`src/rtl/ifetch_queue_if.sv`:
```
// ---------------------------------------------------------------------------
// ifetch_queue_if
//   Instruction-memory bus between the fetch queue and the memory system.
//
//   mem_req_valid  fetch unit -> memory   request valid
//   mem_req_addr   fetch unit -> memory   request address (PC_W)
//   mem_req_ready  memory -> fetch unit   request accepted when valid & ready
//   mem_rsp_valid  memory -> fetch unit   in-order response, always accepted
//   mem_rsp_data   memory -> fetch unit   response instruction (INST_W)
//
//   modport master : the fetch unit (ifetch_queue)
//   modport slave  : the memory system
// ---------------------------------------------------------------------------
interface ifetch_queue_if #(
    parameter int PC_W   = 32,
    parameter int INST_W = 32
);
    logic              mem_req_valid;
    logic [PC_W-1:0]   mem_req_addr;
    logic              mem_req_ready;
    logic              mem_rsp_valid;
    logic [INST_W-1:0] mem_rsp_data;

    modport master (
        output mem_req_valid,
        output mem_req_addr,
        input  mem_req_ready,
        input  mem_rsp_valid,
        input  mem_rsp_data
    );

    modport slave (
        input  mem_req_valid,
        input  mem_req_addr,
        output mem_req_ready,
        output mem_rsp_valid,
        output mem_rsp_data
    );
endinterface

```
`src/rtl/ifetch_queue.sv`:
```
// ---------------------------------------------------------------------------
// ifetch_queue
//   Instruction fetch unit with a small decoupling queue. Issues sequential
//   fetch requests (PC += 4), tracks request PCs in an in-order tag FIFO,
//   writes returning instructions into a DEPTH-entry queue and hands them to
//   decode. A redirect flushes the queue and restarts fetch; responses to
//   requests already in flight are counted in drop_cnt and discarded.
//
//   Ports
//     clk_in          clock, all state on the rising edge
//     rst_in          synchronous, active-high reset
//     redirect_valid  flush and restart fetch at redirect_pc
//     redirect_pc     new fetch PC
//     deq_ready       decode consumes the head entry when out_valid=1
//     out_valid       queue head valid
//     out_pc          head PC
//     out_inst        head instruction
//     mem             ifetch_queue_if.master, memory request/response bus
//
//   Optional feature (macro IFETCH_PERF_EN)
//     perf_fetched    32-bit wrapping count of responses written to the queue
//     perf_dropped    32-bit wrapping count of discarded responses
// ---------------------------------------------------------------------------
module ifetch_queue #(
    parameter int              PC_W     = 32,
    parameter int              INST_W   = 32,
    parameter int              DEPTH    = 4,
    parameter int              MAX_OUT  = 2,
    parameter logic [PC_W-1:0] RESET_PC = '0
) (
    input  logic              clk_in,
    input  logic              rst_in,
    input  logic              redirect_valid,
    input  logic [PC_W-1:0]   redirect_pc,
    input  logic              deq_ready,
    output logic              out_valid,
    output logic [PC_W-1:0]   out_pc,
    output logic [INST_W-1:0] out_inst,
    ifetch_queue_if.master    mem
`ifdef IFETCH_PERF_EN
    ,
    output logic [31:0]       perf_fetched,
    output logic [31:0]       perf_dropped
`endif
);

    localparam int PTR_W  = $clog2(DEPTH);
    localparam int TAG_PW = (MAX_OUT > 1) ? $clog2(MAX_OUT) : 1;
    localparam int CNT_W  = $clog2(DEPTH + 1);
    localparam int SUM_W  = CNT_W + 1;

    // Architectural state
    logic [PC_W-1:0]   fetch_pc;
    logic              req_valid_q;
    logic [PTR_W-1:0]  head;
    logic [PTR_W-1:0]  tail;
    logic [CNT_W-1:0]  occ;        // entries held in the queue
    logic [CNT_W-1:0]  live_cnt;   // requests in flight whose responses are kept
    logic [CNT_W-1:0]  drop_cnt;   // requests in flight whose responses are discarded
    logic [TAG_PW-1:0] tag_rd;
    logic [TAG_PW-1:0] tag_wr;

    logic [PC_W-1:0]   q_pc   [DEPTH];
    logic [INST_W-1:0] q_inst [DEPTH];
    logic [PC_W-1:0]   tag_pc [MAX_OUT];

    // Handshake decode
    logic req_fire;
    logic rsp_fire;
    logic rsp_drop;
    logic rsp_live;
    logic enq;
    logic deq;

    // Reset gates the request combinationally so nothing can be accepted
    // during the reset cycle itself; the rest of the path is a flop.
    assign mem.mem_req_valid = req_valid_q & ~rst_in;
    assign mem.mem_req_addr  = fetch_pc;

    assign req_fire = mem.mem_req_valid & mem.mem_req_ready;
    assign rsp_fire = mem.mem_rsp_valid & ~rst_in;
    assign rsp_drop = rsp_fire & (drop_cnt != '0);
    assign rsp_live = rsp_fire & (drop_cnt == '0);
    // A live response arriving in a redirect cycle belongs to the annulled
    // path, so it is not written.
    assign enq      = rsp_live & ~redirect_valid;
    assign deq      = out_valid & deq_ready & ~redirect_valid;

    assign out_valid = (occ != '0);
    assign out_pc    = q_pc[head];
    assign out_inst  = q_inst[head];

    function automatic logic [TAG_PW-1:0] tag_next(input logic [TAG_PW-1:0] p);
        return (p == TAG_PW'(MAX_OUT - 1)) ? '0 : p + TAG_PW'(1);
    endfunction

    // Next-state counters
    logic [CNT_W-1:0] occ_n;
    logic [CNT_W-1:0] live_n;
    logic [CNT_W-1:0] drop_n;
    logic             req_valid_d;

    // NOTE: every signal written in an always_comb gets a default on entry;
    // a path that leaves one unassigned would infer a latch.
    always_comb begin
        occ_n  = occ;
        live_n = live_cnt;
        drop_n = drop_cnt;
        if (redirect_valid) begin
            // Everything in flight, including a request accepted this very
            // cycle, becomes stale; a response consumed this cycle is gone.
            occ_n  = '0;
            live_n = '0;
            drop_n = drop_cnt + live_cnt + CNT_W'(req_fire) - CNT_W'(rsp_fire);
        end else begin
            occ_n  = occ + CNT_W'(enq) - CNT_W'(deq);
            live_n = live_cnt + CNT_W'(req_fire) - CNT_W'(rsp_live);
            drop_n = drop_cnt - CNT_W'(rsp_drop);
        end
    end

    // Queue space only has to be reserved for live requests (stale responses
    // never land), while the in-flight cap counts stale ones too. Evaluated on
    // next-state values, so once raised the request stays legal until it is
    // accepted: without a handshake, occ+live and live+drop can only shrink.
    assign req_valid_d = (({1'b0, occ_n} + {1'b0, live_n}) < SUM_W'(DEPTH)) &&
                         (({1'b0, live_n} + {1'b0, drop_n}) < SUM_W'(MAX_OUT));

    // NOTE: sequential state is assigned with non-blocking (<=) only, so every
    // flop samples pre-edge values regardless of statement order.
    always_ff @(posedge clk_in) begin
        if (rst_in) begin
            fetch_pc    <= RESET_PC;
            req_valid_q <= 1'b0;
            head        <= '0;
            tail        <= '0;
            occ         <= '0;
            live_cnt    <= '0;
            drop_cnt    <= '0;
            tag_rd      <= '0;
            tag_wr      <= '0;
        end else begin
            occ         <= occ_n;
            live_cnt    <= live_n;
            drop_cnt    <= drop_n;
            req_valid_q <= req_valid_d;
            if (redirect_valid) begin
                fetch_pc <= redirect_pc;
                head     <= '0;
                tail     <= '0;
                tag_rd   <= '0;
                tag_wr   <= '0;
            end else begin
                if (req_fire) begin
                    fetch_pc <= fetch_pc + PC_W'(4);
                    tag_wr   <= tag_next(tag_wr);
                end
                if (rsp_live) tag_rd <= tag_next(tag_rd);
                if (enq)      tail   <= tail + PTR_W'(1);
                if (deq)      head   <= head + PTR_W'(1);
            end
        end
    end

    // NOTE: storage arrays are deliberately not reset; occupancy and pointers
    // decide what is valid, so stale contents are never observed.
    always_ff @(posedge clk_in) begin
        if (enq) begin
            q_pc[tail]   <= tag_pc[tag_rd];
            q_inst[tail] <= mem.mem_rsp_data;
        end
        if (req_fire && !redirect_valid) begin
            tag_pc[tag_wr] <= fetch_pc;
        end
    end

`ifdef IFETCH_PERF_EN
    always_ff @(posedge clk_in) begin
        if (rst_in) begin
            perf_fetched <= '0;
            perf_dropped <= '0;
        end else begin
            if (enq) perf_fetched <= perf_fetched + 32'd1;
            if (rsp_drop || (rsp_live && redirect_valid)) perf_dropped <= perf_dropped + 32'd1;
        end
    end
`endif

endmodule

```
`src/flat_wrapper.sv`:
```
// flat-port wrapper written by rule: the top's interface ports become plain ports
module ifetch_queue_flat 
#(
    parameter int              PC_W     = 32,
    parameter int              INST_W   = 32,
    parameter int              DEPTH    = 4,
    parameter int              MAX_OUT  = 2,
    parameter logic [PC_W-1:0] RESET_PC = '0
)
  (clk_in, rst_in, redirect_valid, redirect_pc, deq_ready, out_valid, out_pc, out_inst, mem_mem_req_valid, mem_mem_req_addr, mem_mem_req_ready, mem_mem_rsp_valid, mem_mem_rsp_data);
  ifetch_queue_if #(.PC_W(PC_W), .INST_W(INST_W)) mem_i ();
  input  logic clk_in;
  input  logic rst_in;
  input  logic redirect_valid;
  input  logic [PC_W-1:0] redirect_pc;
  input  logic deq_ready;
  output logic out_valid;
  output logic [PC_W-1:0] out_pc;
  output logic [INST_W-1:0] out_inst;
  output wire logic [$bits(mem_i.mem_req_valid)-1:0] mem_mem_req_valid;
  output wire logic [$bits(mem_i.mem_req_addr)-1:0] mem_mem_req_addr;
  input wire logic [$bits(mem_i.mem_req_ready)-1:0] mem_mem_req_ready;
  input wire logic [$bits(mem_i.mem_rsp_valid)-1:0] mem_mem_rsp_valid;
  input wire logic [$bits(mem_i.mem_rsp_data)-1:0] mem_mem_rsp_data;
  assign mem_mem_req_valid = mem_i.mem_req_valid;
  assign mem_mem_req_addr = mem_i.mem_req_addr;
  assign mem_i.mem_req_ready = mem_mem_req_ready;
  assign mem_i.mem_rsp_valid = mem_mem_rsp_valid;
  assign mem_i.mem_rsp_data = mem_mem_rsp_data;
  ifetch_queue #(.PC_W(PC_W), .INST_W(INST_W), .DEPTH(DEPTH), .MAX_OUT(MAX_OUT), .RESET_PC(RESET_PC)) u_core (.clk_in(clk_in), .rst_in(rst_in), .redirect_valid(redirect_valid), .redirect_pc(redirect_pc), .deq_ready(deq_ready), .out_valid(out_valid), .out_pc(out_pc), .out_inst(out_inst), .mem(mem_i));
endmodule
```
`config.mk`:
```
export PLATFORM = sky130hd
export DESIGN_NAME = ifetch_queue_flat
export DESIGN_NICKNAME = d
export VERILOG_FILES = /design/src/rtl/ifetch_queue_if.sv /design/src/rtl/ifetch_queue.sv /design/src/flat_wrapper.sv
export SDC_FILE = /design/constraint.sdc
export NUM_CORES = 1
export LEC_CHECK = 0
export BUFFER_PORTS_ARGS = -buffer_cell sky130_fd_sc_hd__buf_2
export CAP_MARGIN = 20
export CELL_PAD_IN_SITES_DETAIL_PLACEMENT = 0
export CELL_PAD_IN_SITES_GLOBAL_PLACEMENT = 1
export CORE_ASPECT_RATIO = 1.75
export CORE_UTILIZATION = 45
export DETAILED_ROUTE_END_ITERATION = 10
export GPL_ROUTABILITY_DRIVEN = 0
export HOLD_SLACK_MARGIN = 0.06
export PLACE_DENSITY = 0.81
export SETUP_SLACK_MARGIN = 0.2
export SLEW_MARGIN = 20
export SYNTH_ARGS = -nofsm -noshare
export SYNTH_HDL_FRONTEND = slang
export SYNTH_SLANG_ARGS = --single-unit
export TNS_END_PERCENT = 100
```
`constraint.sdc`:
```
create_clock -name clk_in -period 4.6 [get_ports clk_in]
set_input_delay 0.23 -clock clk_in [delete_from_list [all_inputs] [get_ports clk_in]]
set_output_delay 0.23 -clock clk_in [all_outputs]
set_load 0.02 [all_outputs]
```
==> run_summary.xml, run 1 <==
<?xml version="1.0" encoding="UTF-8"?>
<metrics>
  <group name="power">
    <metric name="worst_ir_drop_vdd" unit="mV">0.3036</metric>
    <metric name="pwr_density_cell" unit="nW/um^2">409.8</metric>
    <metric name="static_leak" unit="nW">6.126</metric>
    <metric name="power" unit="mW">7.166</metric>
  </group>
  <group name="yosys">
    <metric name="postSynthRegisterBits" unit="">371</metric>
    <metric name="synth.top_cell.area_share" unit="">0.6645</metric>
    <metric name="ys_async_sr_fraction" unit="">0</metric>
    <metric name="ys.flop_type" unit="">sky130_fd_sc_hd__edfxtp_1</metric>
    <metric name="yosysWarnings" unit="">0</metric>
    <metric name="syn-cell-area" unit="sq um">14460</metric>
    <metric name="synth_cells" unit="">778</metric>
    <metric name="synth_top_area_cell" unit="">sky130_fd_sc_hd__edfxtp_1</metric>
    <metric name="synthesis.area_per_instance" unit="sq um">18.59</metric>
    <metric name="synth_nets" unit="">868</metric>
    <metric name="synth-edff-count" unit="">320</metric>
    <metric name="cell_types_with_the_largest_area_share_after_synthesis" unit="">sky130_fd_sc_hd__edfxtp_1, sky130_fd_sc_hd__mux4_2, sky130_fd_sc_hd__dfxtp_1, sky130_fd_sc_hd__mux2_2, sky130_fd_sc_hd__xnor2_1</metric>
    <metric name="netlist-cell-type-count" unit="">40</metric>
    <metric name="synth.yosys.seq_area_share" unit="">0.7351</metric>
  </group>
  <group name="floorplan">
    <metric name="floorplan.initialDensity" unit="">0.4586</metric>
    <metric name="core.rowCount" unit="">86</metric>
    <metric name="design.portCount" unit="">168</metric>
    <metric name="die_w" unit="microns">137.5</metric>
    <metric name="coreArea" unit="sq um">31530</metric>
    <metric name="die_h" unit="microns">239.1</metric>
    <metric name="die_area" unit="sq um">32880</metric>
  </group>
  <group name="placed_design">
    <metric name="portBuffers" unit="">167</metric>
    <metric name="placed_area" unit="sq um">15740</metric>
    <metric name="detailed_place_hpwl" unit="microns">17490</metric>
    <metric name="placedCellCount" unit="">1317</metric>
  </group>
  <group name="global_route">
    <metric name="grt_first_pass_wirelength" unit="microns">43390</metric>
    <metric name="grt_pass1_vias" unit="">7824</metric>
    <metric name="antenna_found_initial" unit="">0</metric>
    <metric name="grt_util_all_layers" unit="">0.1795</metric>
    <metric name="grt_start_max_net_pins" unit="">65</metric>
    <metric name="grt-ovfl-total" unit="">0</metric>
  </group>
  <group name="clock_tree">
    <metric name="cts.repair_timing.setup_buffer_count" unit="">0</metric>
    <metric name="path_clk_slew" unit="ns">0.06</metric>
    <metric name="worst_skew_pair.late_latency" unit="ns">0.51</metric>
    <metric name="tritoncts" unit="">yes</metric>
    <metric name="ctsRootBufferMaster" unit="">sky130_fd_sc_hd__clkbuf_16</metric>
    <metric name="tritoncts.num_buffers" unit="">34</metric>
    <metric name="clkSinkCount" unit="">371</metric>
    <metric name="ctsHtreeMaxLevel" unit="">2</metric>
    <metric name="cts_buffer_depth" unit="">3</metric>
  </group>
  <group name="sta">
    <metric name="fin_worst_skew" unit="ns">0.01045</metric>
    <metric name="final_max_slew_viol_count" unit="">0</metric>
    <metric name="fin_tns_setup" unit="ns">0</metric>
    <metric name="finalSetupViolations" unit="">0</metric>
    <metric name="finalCritPeriodShare" unit="">0.7340</metric>
    <metric name="number_of_failing_hold_endpoints_at_the_final_stage" unit="">0</metric>
    <metric name="timing.slew.headroom" unit="">0.2979</metric>
    <metric name="rsz0062_at_grt" unit="">false</metric>
    <metric name="worst_slew_pin_slew" unit="ns">1.053</metric>
    <metric name="clock.fmax" unit="MHz">296.2</metric>
    <metric name="finalCriticalPeriod" unit="ns">3.376</metric>
  </group>
  <group name="routing">
    <metric name="drt_drc_violations_left" unit="">0</metric>
    <metric name="detailedRoute.firstIterationViolations" unit="">387</metric>
    <metric name="ant_nets" unit="">0</metric>
    <metric name="detail_route.vias_per_cell" unit="">5.212</metric>
    <metric name="vias" unit="">7505</metric>
    <metric name="drt_wl_total" unit="microns">28300</metric>
    <metric name="dr.pass1.iters" unit="">5</metric>
    <metric name="average_wire_per_standard_cell" unit="microns">19.65</metric>
  </group>
  <group name="critical_path">
    <metric name="regToRegEndpoint" unit="">u_core.req_valid_q$_SDFF_PP0_</metric>
    <metric name="startpoint_type" unit="">register</metric>
    <metric name="endpoint_kind" unit="">register</metric>
    <metric name="r2r_start" unit="">u_core.req_valid_q$_SDFF_PP0_</metric>
    <metric name="cp.depth" unit="">10</metric>
    <metric name="path_class" unit="">reg2reg</metric>
    <metric name="critical-path-slowest-cell" unit="">sky130_fd_sc_hd__fa_1</metric>
    <metric name="timing.critical_path.to" unit="">u_core.req_valid_q$_SDFF_PP0_</metric>
    <metric name="combined_buffer_and_inverter_count_along_the_critical_path" unit="">2</metric>
    <metric name="timing.critical_path.max_delay_family" unit="">adder cells</metric>
    <metric name="required" unit="ns">5.05</metric>
    <metric name="cp_data_arrival_time" unit="ns">3.82</metric>
    <metric name="crit_path_frequent_cell" unit="">sky130_fd_sc_hd__fa_1</metric>
    <metric name="cp_cell_sequence" unit="">nand3b_4 -&gt; clkinv_1 -&gt; fa_1 -&gt; inv_1 -&gt; fa_1 -&gt; mux2_2 -&gt; fa_1 -&gt; nor4b_1 -&gt; o311ai_0 -&gt; a21oi_1</metric>
    <metric name="crit_fanout" unit="">9</metric>
    <metric name="rrSetupSlack" unit="ns">1.22</metric>
    <metric name="cp-startpoint" unit="">u_core.req_valid_q$_SDFF_PP0_</metric>
    <metric name="critical_path.max_stage_delay" unit="ns">0.52</metric>
    <metric name="worstRegToRegCells" unit="">10</metric>
  </group>
  <group name="cells_and_area">
    <metric name="layout_commonest_cell" unit="">sky130_fd_sc_hd__edfxtp_1</metric>
    <metric name="finalCoreUtilization" unit="">0.5546</metric>
    <metric name="final_net_count" unit="">1108</metric>
    <metric name="layout.cells.most_common_list" unit="">sky130_fd_sc_hd__edfxtp_1, sky130_fd_sc_hd__buf_2, sky130_fd_sc_hd__mux4_2, sky130_fd_sc_hd__dlygate4sd3_1, sky130_fd_sc_hd__nor2_1</metric>
    <metric name="nFillCells" unit="">2508</metric>
    <metric name="post_route_cells_drive_above_1_share" unit="">0.3305</metric>
    <metric name="post_route_standard_cell_area_excluding_fillers" unit="sq um">17490</metric>
    <metric name="post_layout_nonfiller_instances" unit="">1440</metric>
    <metric name="regArea" unit="sq um">10640</metric>
    <metric name="layout_area_overhead" unit="%">20.92</metric>
    <metric name="antenna_cells_inserted" unit="">0</metric>
    <metric name="multi_input_area" unit="sq um">3610</metric>
  </group>
  <group name="hold_path">
    <metric name="timing.hold.worst.class" unit="">in2reg</metric>
  </group>
  <group name="run">
    <metric name="maxCapViolations" unit="">0</metric>
  </group>
  <group name="status">
    <metric name="status" unit="">completed</metric>
  </group>
</metrics>
[repair_timing]
| item | CTS | global route |
|---|---|---|
| setup endpoints to repair | 0 | 0 |
| hold buffers | 61 | 0 |
| resized for setup | 0 | 0 |
| endpoints found under the hold margin | 157 | 0 |
[flip-flops by register name (all words and copies together) (netlist names), named ones only]
| register | count |
|---|---|
| u_core.tag_pc | 64 |
| u_core.drop_cnt | 3 |
| u_core.req_valid_q | 1 |
| u_core.tail | 2 |
| u_core.tag_wr | 1 |
| u_core.live_cnt | 3 |
| u_core.tag_rd | 1 |
| u_core.q_pc | 128 |
| u_core.head | 2 |
| u_core.q_inst | 128 |
| u_core.mem.mem_req_addr | 32 |
| u_core.occ | 3 |
[cells in the mapped netlist, types with 10 or more instances]
| cell | count |
|---|---|
| sky130_fd_sc_hd__dfxtp_1 | 51 |
| sky130_fd_sc_hd__mux4_2 | 64 |
| sky130_fd_sc_hd__ha_1 | 15 |
| sky130_fd_sc_hd__mux2_2 | 33 |
| sky130_fd_sc_hd__inv_1 | 27 |
| sky130_fd_sc_hd__clkbuf_1 | 17 |
| sky130_fd_sc_hd__nand2_1 | 19 |
| sky130_fd_sc_hd__xor2_1 | 19 |
| sky130_fd_sc_hd__nor2_1 | 53 |
| sky130_fd_sc_hd__o21ai_0 | 10 |
| sky130_fd_sc_hd__nand3_1 | 11 |
| sky130_fd_sc_hd__nand4_1 | 11 |
| sky130_fd_sc_hd__edfxtp_1 | 320 |
| sky130_fd_sc_hd__xnor2_1 | 23 |
| sky130_fd_sc_hd__a21oi_1 | 14 |
[worst min-delay path, stage by stage]
cell	delay, ns
sky130_fd_sc_hd__buf_2	0.08
sky130_fd_sc_hd__nand2_1	0.06
sky130_fd_sc_hd__o21ai_0	0.07
sky130_fd_sc_hd__mux2i_1	0.06
sky130_fd_sc_hd__nor2_1	0.08
[cells by family after synthesis]
logic type      Yosys count  share of synthesized area
fa+ha+maj                20                    0.01990
simple gates            137                    0.05304
buf+inv                  60                    0.01627
mux                     106                     0.1316
xor+xnor                 42                    0.02544
compound gates           42                    0.01860
flops                   371                     0.7351
[where the power goes]
part	leakage [nW]	internal [mW]	total [mW]	switching (mW)
sequential	3.32	3.74	3.81	0.0659
combinational	2.26	0.241	0.555	0.314
clock	0.550	1.63	2.80	1.17
[area by class of cell]
type                            instances  share of cell area
Sequential cell                       371              0.6084
Multi-Input combinational cell        347              0.2064
Timing Repair Buffer                  236             0.08615
Clock buffer                           46             0.05660
Tap cell                              396             0.02834
Clock inverter                         16            0.008086
Inverter                               28            0.006011
[through the flow]
stage | worst slack (ns) | hold WS [ns]
final | 1.224 | 0.1077
after CTS | 1.196 | 0.07843
after global placement | 1.302 | 0.4429
after global routing | 1.019 | 0.1350
after floorplan | 1.063 | 0.3289
after detailed placement | 1.163 | 0.4496
[layer usage]
metal  share of wire  wire [microns]  GRT usage  vias up
li1                -               -          -     3506
met1            0.38           10640     0.2018     3779
met2            0.56           15750     0.3309      177
met3           0.038            1085    0.02820       43
met4           0.029             818    0.07293        0
met5               0               0          0        -
[worst min-delay path by stage]
stage / end / startpoint / cells after the start / slack, ns
after floorplan: u_core.q_inst[0][0]$_DFFE_PP_ / mem_mem_rsp_data[0] / 0 / 0.33
after global placement: u_core.q_inst[2][19]$_DFFE_PP_ / mem_mem_rsp_data[19] / 1 / 0.44
after detailed placement: u_core.q_inst[2][21]$_DFFE_PP_ / mem_mem_rsp_data[21] / 1 / 0.45
after CTS: u_core.mem.mem_req_addr[31]$_SDFFE_PP0N_ / redirect_pc[31] / 5 / 0.08
after global routing: u_core.mem.mem_req_addr[13]$_SDFFE_PP0N_ / redirect_pc[13] / 4 / 0.13
final: u_core.mem.mem_req_addr[31]$_SDFFE_PP0N_ / redirect_pc[31] / 5 / 0.11
(Power assumes the default switching activity.)
==> inputs of run 2 (changes only) <==
- ABC_AREA: unset -> 1
- CORE_UTILIZATION: 45 -> 43
- PLACE_DENSITY: 0.81 -> 0.84
- clock period: 4.6 -> 2.7 ns (I/O delays scaled with it)
==> run 2 against run 1 <==
Worst hold slack got worse by 0.0079 ns. Sequential share of layout area shrank 3.4 points. Die area rose by 9.4%. Critical endpoint unchanged. First-iteration DRC count up 8.0%. Critical path depth grew 3. The run now ends with setup timing left.
==> run_summary.xml, run 2 <==
<?xml version="1.0" encoding="UTF-8"?>
<metrics>
  <group name="sta">
    <metric name="fin_worst_skew" unit="ns">0.02900</metric>
    <metric name="number_of_failing_hold_endpoints_at_the_final_stage" unit="">0</metric>
    <metric name="worst_slew_pin_slew" unit="ns">0.5306</metric>
    <metric name="finalCritPeriodShare" unit="">1.013</metric>
    <metric name="fin_tns_setup" unit="ns">-0.03397</metric>
    <metric name="final_max_slew_viol_count" unit="">0</metric>
    <metric name="finalCriticalPeriod" unit="ns">2.734</metric>
    <metric name="rsz0062_at_grt" unit="">true</metric>
    <metric name="setup_ws" unit="ns">-0.03397</metric>
    <metric name="finalSetupViolations" unit="">1</metric>
    <metric name="finalHoldWorstSlack" unit="ns">0.09987</metric>
    <metric name="clock.fmax" unit="MHz">365.8</metric>
    <metric name="timing.slew.headroom" unit="">0.6463</metric>
  </group>
  <group name="floorplan">
    <metric name="die_h" unit="microns">250.2</metric>
    <metric name="die_w" unit="microns">143.8</metric>
    <metric name="floorplan.initialDensity" unit="">0.4379</metric>
    <metric name="coreArea" unit="sq um">34570</metric>
    <metric name="core.rowCount" unit="">90</metric>
    <metric name="design.portCount" unit="">168</metric>
    <metric name="die_area" unit="sq um">35990</metric>
  </group>
  <group name="cells_and_area">
    <metric name="layout_commonest_cell" unit="">sky130_fd_sc_hd__edfxtp_1</metric>
    <metric name="nFillCells" unit="">2960</metric>
    <metric name="largest_registers" unit="">u_core.q_inst: 128 flops, u_core.q_pc: 128 flops, u_core.tag_pc: 64 flops</metric>
    <metric name="regArea" unit="sq um">10640</metric>
    <metric name="layout.cells.most_common_list" unit="">sky130_fd_sc_hd__edfxtp_1, sky130_fd_sc_hd__nor2_1, sky130_fd_sc_hd__buf_2, sky130_fd_sc_hd__nand2_1, sky130_fd_sc_hd__o21ai_0</metric>
    <metric name="multi_input_area" unit="sq um">4073</metric>
    <metric name="post_route_standard_cell_area_excluding_fillers" unit="sq um">18530</metric>
    <metric name="final_net_count" unit="">1591</metric>
    <metric name="layout_area_overhead" unit="%">22.43</metric>
    <metric name="finalCoreUtilization" unit="">0.5361</metric>
    <metric name="post_route_cells_drive_above_1_share" unit="">0.2323</metric>
    <metric name="antenna_cells_inserted" unit="">0</metric>
  </group>
  <group name="critical_path">
    <metric name="cp_data_arrival_time" unit="ns">3.25</metric>
    <metric name="critical-path-slowest-cell" unit="">sky130_fd_sc_hd__fa_1</metric>
    <metric name="r2r_start" unit="">u_core.drop_cnt[0]$_SDFF_PP0_</metric>
    <metric name="crit_path_frequent_cell" unit="">sky130_fd_sc_hd__inv_2</metric>
    <metric name="cp.depth" unit="">13</metric>
    <metric name="path_class" unit="">reg2reg</metric>
    <metric name="timing.critical_path.max_delay_family" unit="">adder cells</metric>
    <metric name="required" unit="ns">3.21</metric>
    <metric name="crit_fanout" unit="">2</metric>
    <metric name="endpoint_kind" unit="">register</metric>
    <metric name="critical_path.max_stage_delay" unit="ns">0.48</metric>
    <metric name="worstRegToRegCells" unit="">13</metric>
    <metric name="cp-startpoint" unit="">u_core.drop_cnt[0]$_SDFF_PP0_</metric>
    <metric name="combined_buffer_and_inverter_count_along_the_critical_path" unit="">4</metric>
    <metric name="cp_cell_sequence" unit="">inv_2 -&gt; xor2_1 -&gt; fa_2 -&gt; inv_2 -&gt; fa_1 -&gt; or2_1 -&gt; o21ai_2 -&gt; inv_2 -&gt; fa_1 -&gt; inv_1 -&gt; nor4_2 -&gt; o2111ai_1 -&gt; a21oi_1</metric>
    <metric name="startpoint_type" unit="">register</metric>
  </group>
  <group name="clock_tree">
    <metric name="tritoncts" unit="">yes</metric>
    <metric name="path_clk_slew" unit="ns">0.07</metric>
    <metric name="cts_buffer_depth" unit="">3</metric>
    <metric name="worst_skew_pair.late_latency" unit="ns">0.57</metric>
    <metric name="clkSinkCount" unit="">371</metric>
    <metric name="ctsHtreeMaxLevel" unit="">1</metric>
    <metric name="tritoncts.num_buffers" unit="">31</metric>
    <metric name="ctsRootBufferMaster" unit="">sky130_fd_sc_hd__clkbuf_16</metric>
  </group>
  <group name="hold_path">
    <metric name="holdPathStages" unit="">6</metric>
    <metric name="worst_hold_startpoint" unit="">mem_mem_req_ready</metric>
    <metric name="timing.hold.worst.class" unit="">in2reg</metric>
  </group>
  <group name="yosys">
    <metric name="synth.yosys.seq_area_share" unit="">0.7023</metric>
    <metric name="synth_most_common_cell" unit="">sky130_fd_sc_hd__edfxtp_1</metric>
    <metric name="synth.top_cell.area_share" unit="">0.6348</metric>
    <metric name="netlist-cell-type-count" unit="">41</metric>
    <metric name="cell_types_with_the_largest_area_share_after_synthesis" unit="">sky130_fd_sc_hd__edfxtp_1, sky130_fd_sc_hd__dfxtp_1, sky130_fd_sc_hd__o21ai_0, sky130_fd_sc_hd__nor2_1, sky130_fd_sc_hd__nand2_1</metric>
    <metric name="postSynthRegisterBits" unit="">371</metric>
    <metric name="ys.flop_type" unit="">sky130_fd_sc_hd__edfxtp_1</metric>
    <metric name="yosysWarnings" unit="">0</metric>
    <metric name="yosys-top-cells-count" unit="">sky130_fd_sc_hd__edfxtp_1, sky130_fd_sc_hd__nor2_1, sky130_fd_sc_hd__nand2_1, sky130_fd_sc_hd__o21ai_0, sky130_fd_sc_hd__inv_1</metric>
    <metric name="synth_top_area_cell" unit="">sky130_fd_sc_hd__edfxtp_1</metric>
    <metric name="syn-cell-area" unit="sq um">15140</metric>
    <metric name="synth_nets" unit="">1340</metric>
    <metric name="synth-edff-count" unit="">320</metric>
    <metric name="synthesis.area_per_instance" unit="sq um">12.11</metric>
    <metric name="ys_async_sr_fraction" unit="">0</metric>
    <metric name="synth_cells" unit="">1250</metric>
  </group>
  <group name="power">
    <metric name="static_leak" unit="nW">6.732</metric>
    <metric name="power" unit="mW">12.17</metric>
    <metric name="pwr_density_cell" unit="nW/um^2">656.8</metric>
    <metric name="worst_ir_drop_vdd" unit="mV">0.4390</metric>
  </group>
  <group name="placed_design">
    <metric name="portBuffers" unit="">167</metric>
    <metric name="detailed_place_hpwl" unit="microns">20970</metric>
    <metric name="placed_area" unit="sq um">16690</metric>
  </group>
  <group name="global_route">
    <metric name="grt_first_pass_wirelength" unit="microns">52220</metric>
    <metric name="grt-ovfl-total" unit="">0</metric>
    <metric name="grt_util_all_layers" unit="">0.1899</metric>
    <metric name="grt_start_max_net_pins" unit="">129</metric>
    <metric name="antenna_found_initial" unit="">0</metric>
    <metric name="grt_pass1_vias" unit="">10270</metric>
  </group>
  <group name="routing">
    <metric name="drt_drc_violations_left" unit="">0</metric>
    <metric name="ant_nets" unit="">0</metric>
    <metric name="vias" unit="">10100</metric>
    <metric name="average_wire_per_standard_cell" unit="microns">17.00</metric>
    <metric name="dr.pass1.iters" unit="">5</metric>
    <metric name="detailedRoute.firstIterationViolations" unit="">418</metric>
    <metric name="drt_wl_total" unit="microns">33730</metric>
    <metric name="detail_route.vias_per_cell" unit="">5.092</metric>
  </group>
  <group name="status">
    <metric name="status" unit="">complete, but fails checks</metric>
    <metric name="failing_checks" unit="">setup timing</metric>
  </group>
  <group name="run">
    <metric name="maxCapViolations" unit="">0</metric>
  </group>
</metrics>
==> run 2: worst paths after layout <==
kind,end,slack (ns)
worst max-delay path,u_core.req_valid_q$_SDFF_PP0_,-0.03
worst max register to register,u_core.req_valid_q$_SDFF_PP0_,-0.03
worst min register to register,register,0.47
worst min-delay path,u_core.tag_wr$_SDFFE_PP0P_,0.1
==> run 2: final cells by class <==
class                      instances  area share
multi-input combinational        744      0.2198
sequential                       371      0.5740
tap                              460     0.03106
clock buffer                      36     0.04564
clock inverter                    20     0.01046
timing repair buffer             277      0.1034
inverter                          76     0.01566
==> run 2: cells by family (layout without fill, tap and decap cells) <==
logic type               count (synthesis)  after routing  share of synthesized area
adder cells (fa/ha/maj)                 20             20                    0.01901
AO/OA/AOI/OAI                          265            265                    0.09481
flip-flops                             371            371                     0.7023
buffers and inverters                  135            409                    0.03546
XOR/XNOR                                15             15                   0.008679
multiplexers                            32             32                    0.02381
AND/OR/NAND/NOR                        412            412                     0.1160
==> run 2: what timing repair did <==
item | in CTS | in global routing
buffers inserted | 2 | 0
pin swaps | 7 | 1
endpoints found under the hold margin | 163 | 0
hold buffers | 71 | 0
endpoints found under the setup margin | 7 | 15
gates resized for setup | 15 | 7
==> run 2: stage by stage <==
step / instances / setup WS [ns]
after floorplan: 1250 / -0.2238
after global placement: 1855 / -0.1108
after detailed placement: 1855 / -0.1846
after CTS: 1984 / -0.06078
after global routing: 1984 / -0.1703
final: 1984 / -0.03397
==> run 2: power by group <==
part	switching (mW)	leakage (nW)	internal (mW)
Clock	1.98	0.511	2.54
Combinational	0.674	2.90	0.473
Sequential	0.110	3.32	6.40
==> run 2: layer usage <==
| metal | vias to the layer above | routed length (microns) | track usage |
|---|---|---|---|
| met2 | 215 | 18400 | 0.3633 |
| met3 | 75 | 1097 | 0.02122 |
| li1 | 4911 | - | - |
| met1 | 4901 | 12670 | 0.1984 |
| met5 | - | 0 | 0 |
| met4 | 0 | 1562 | 0.09696 |
==> run 2: worst register-to-register path, delay by kind of cell (launching register included) <==
| kind | cells | cell delay, ns |
|---|---|---|
| compound gates | 3 | 0.34 |
| xor+xnor | 1 | 0.16 |
| fa+ha+maj | 3 | 1.22 |
| buf+inv | 4 | 0.21 |
| flops | 1 | 0.35 |
| simple gates | 2 | 0.38 |
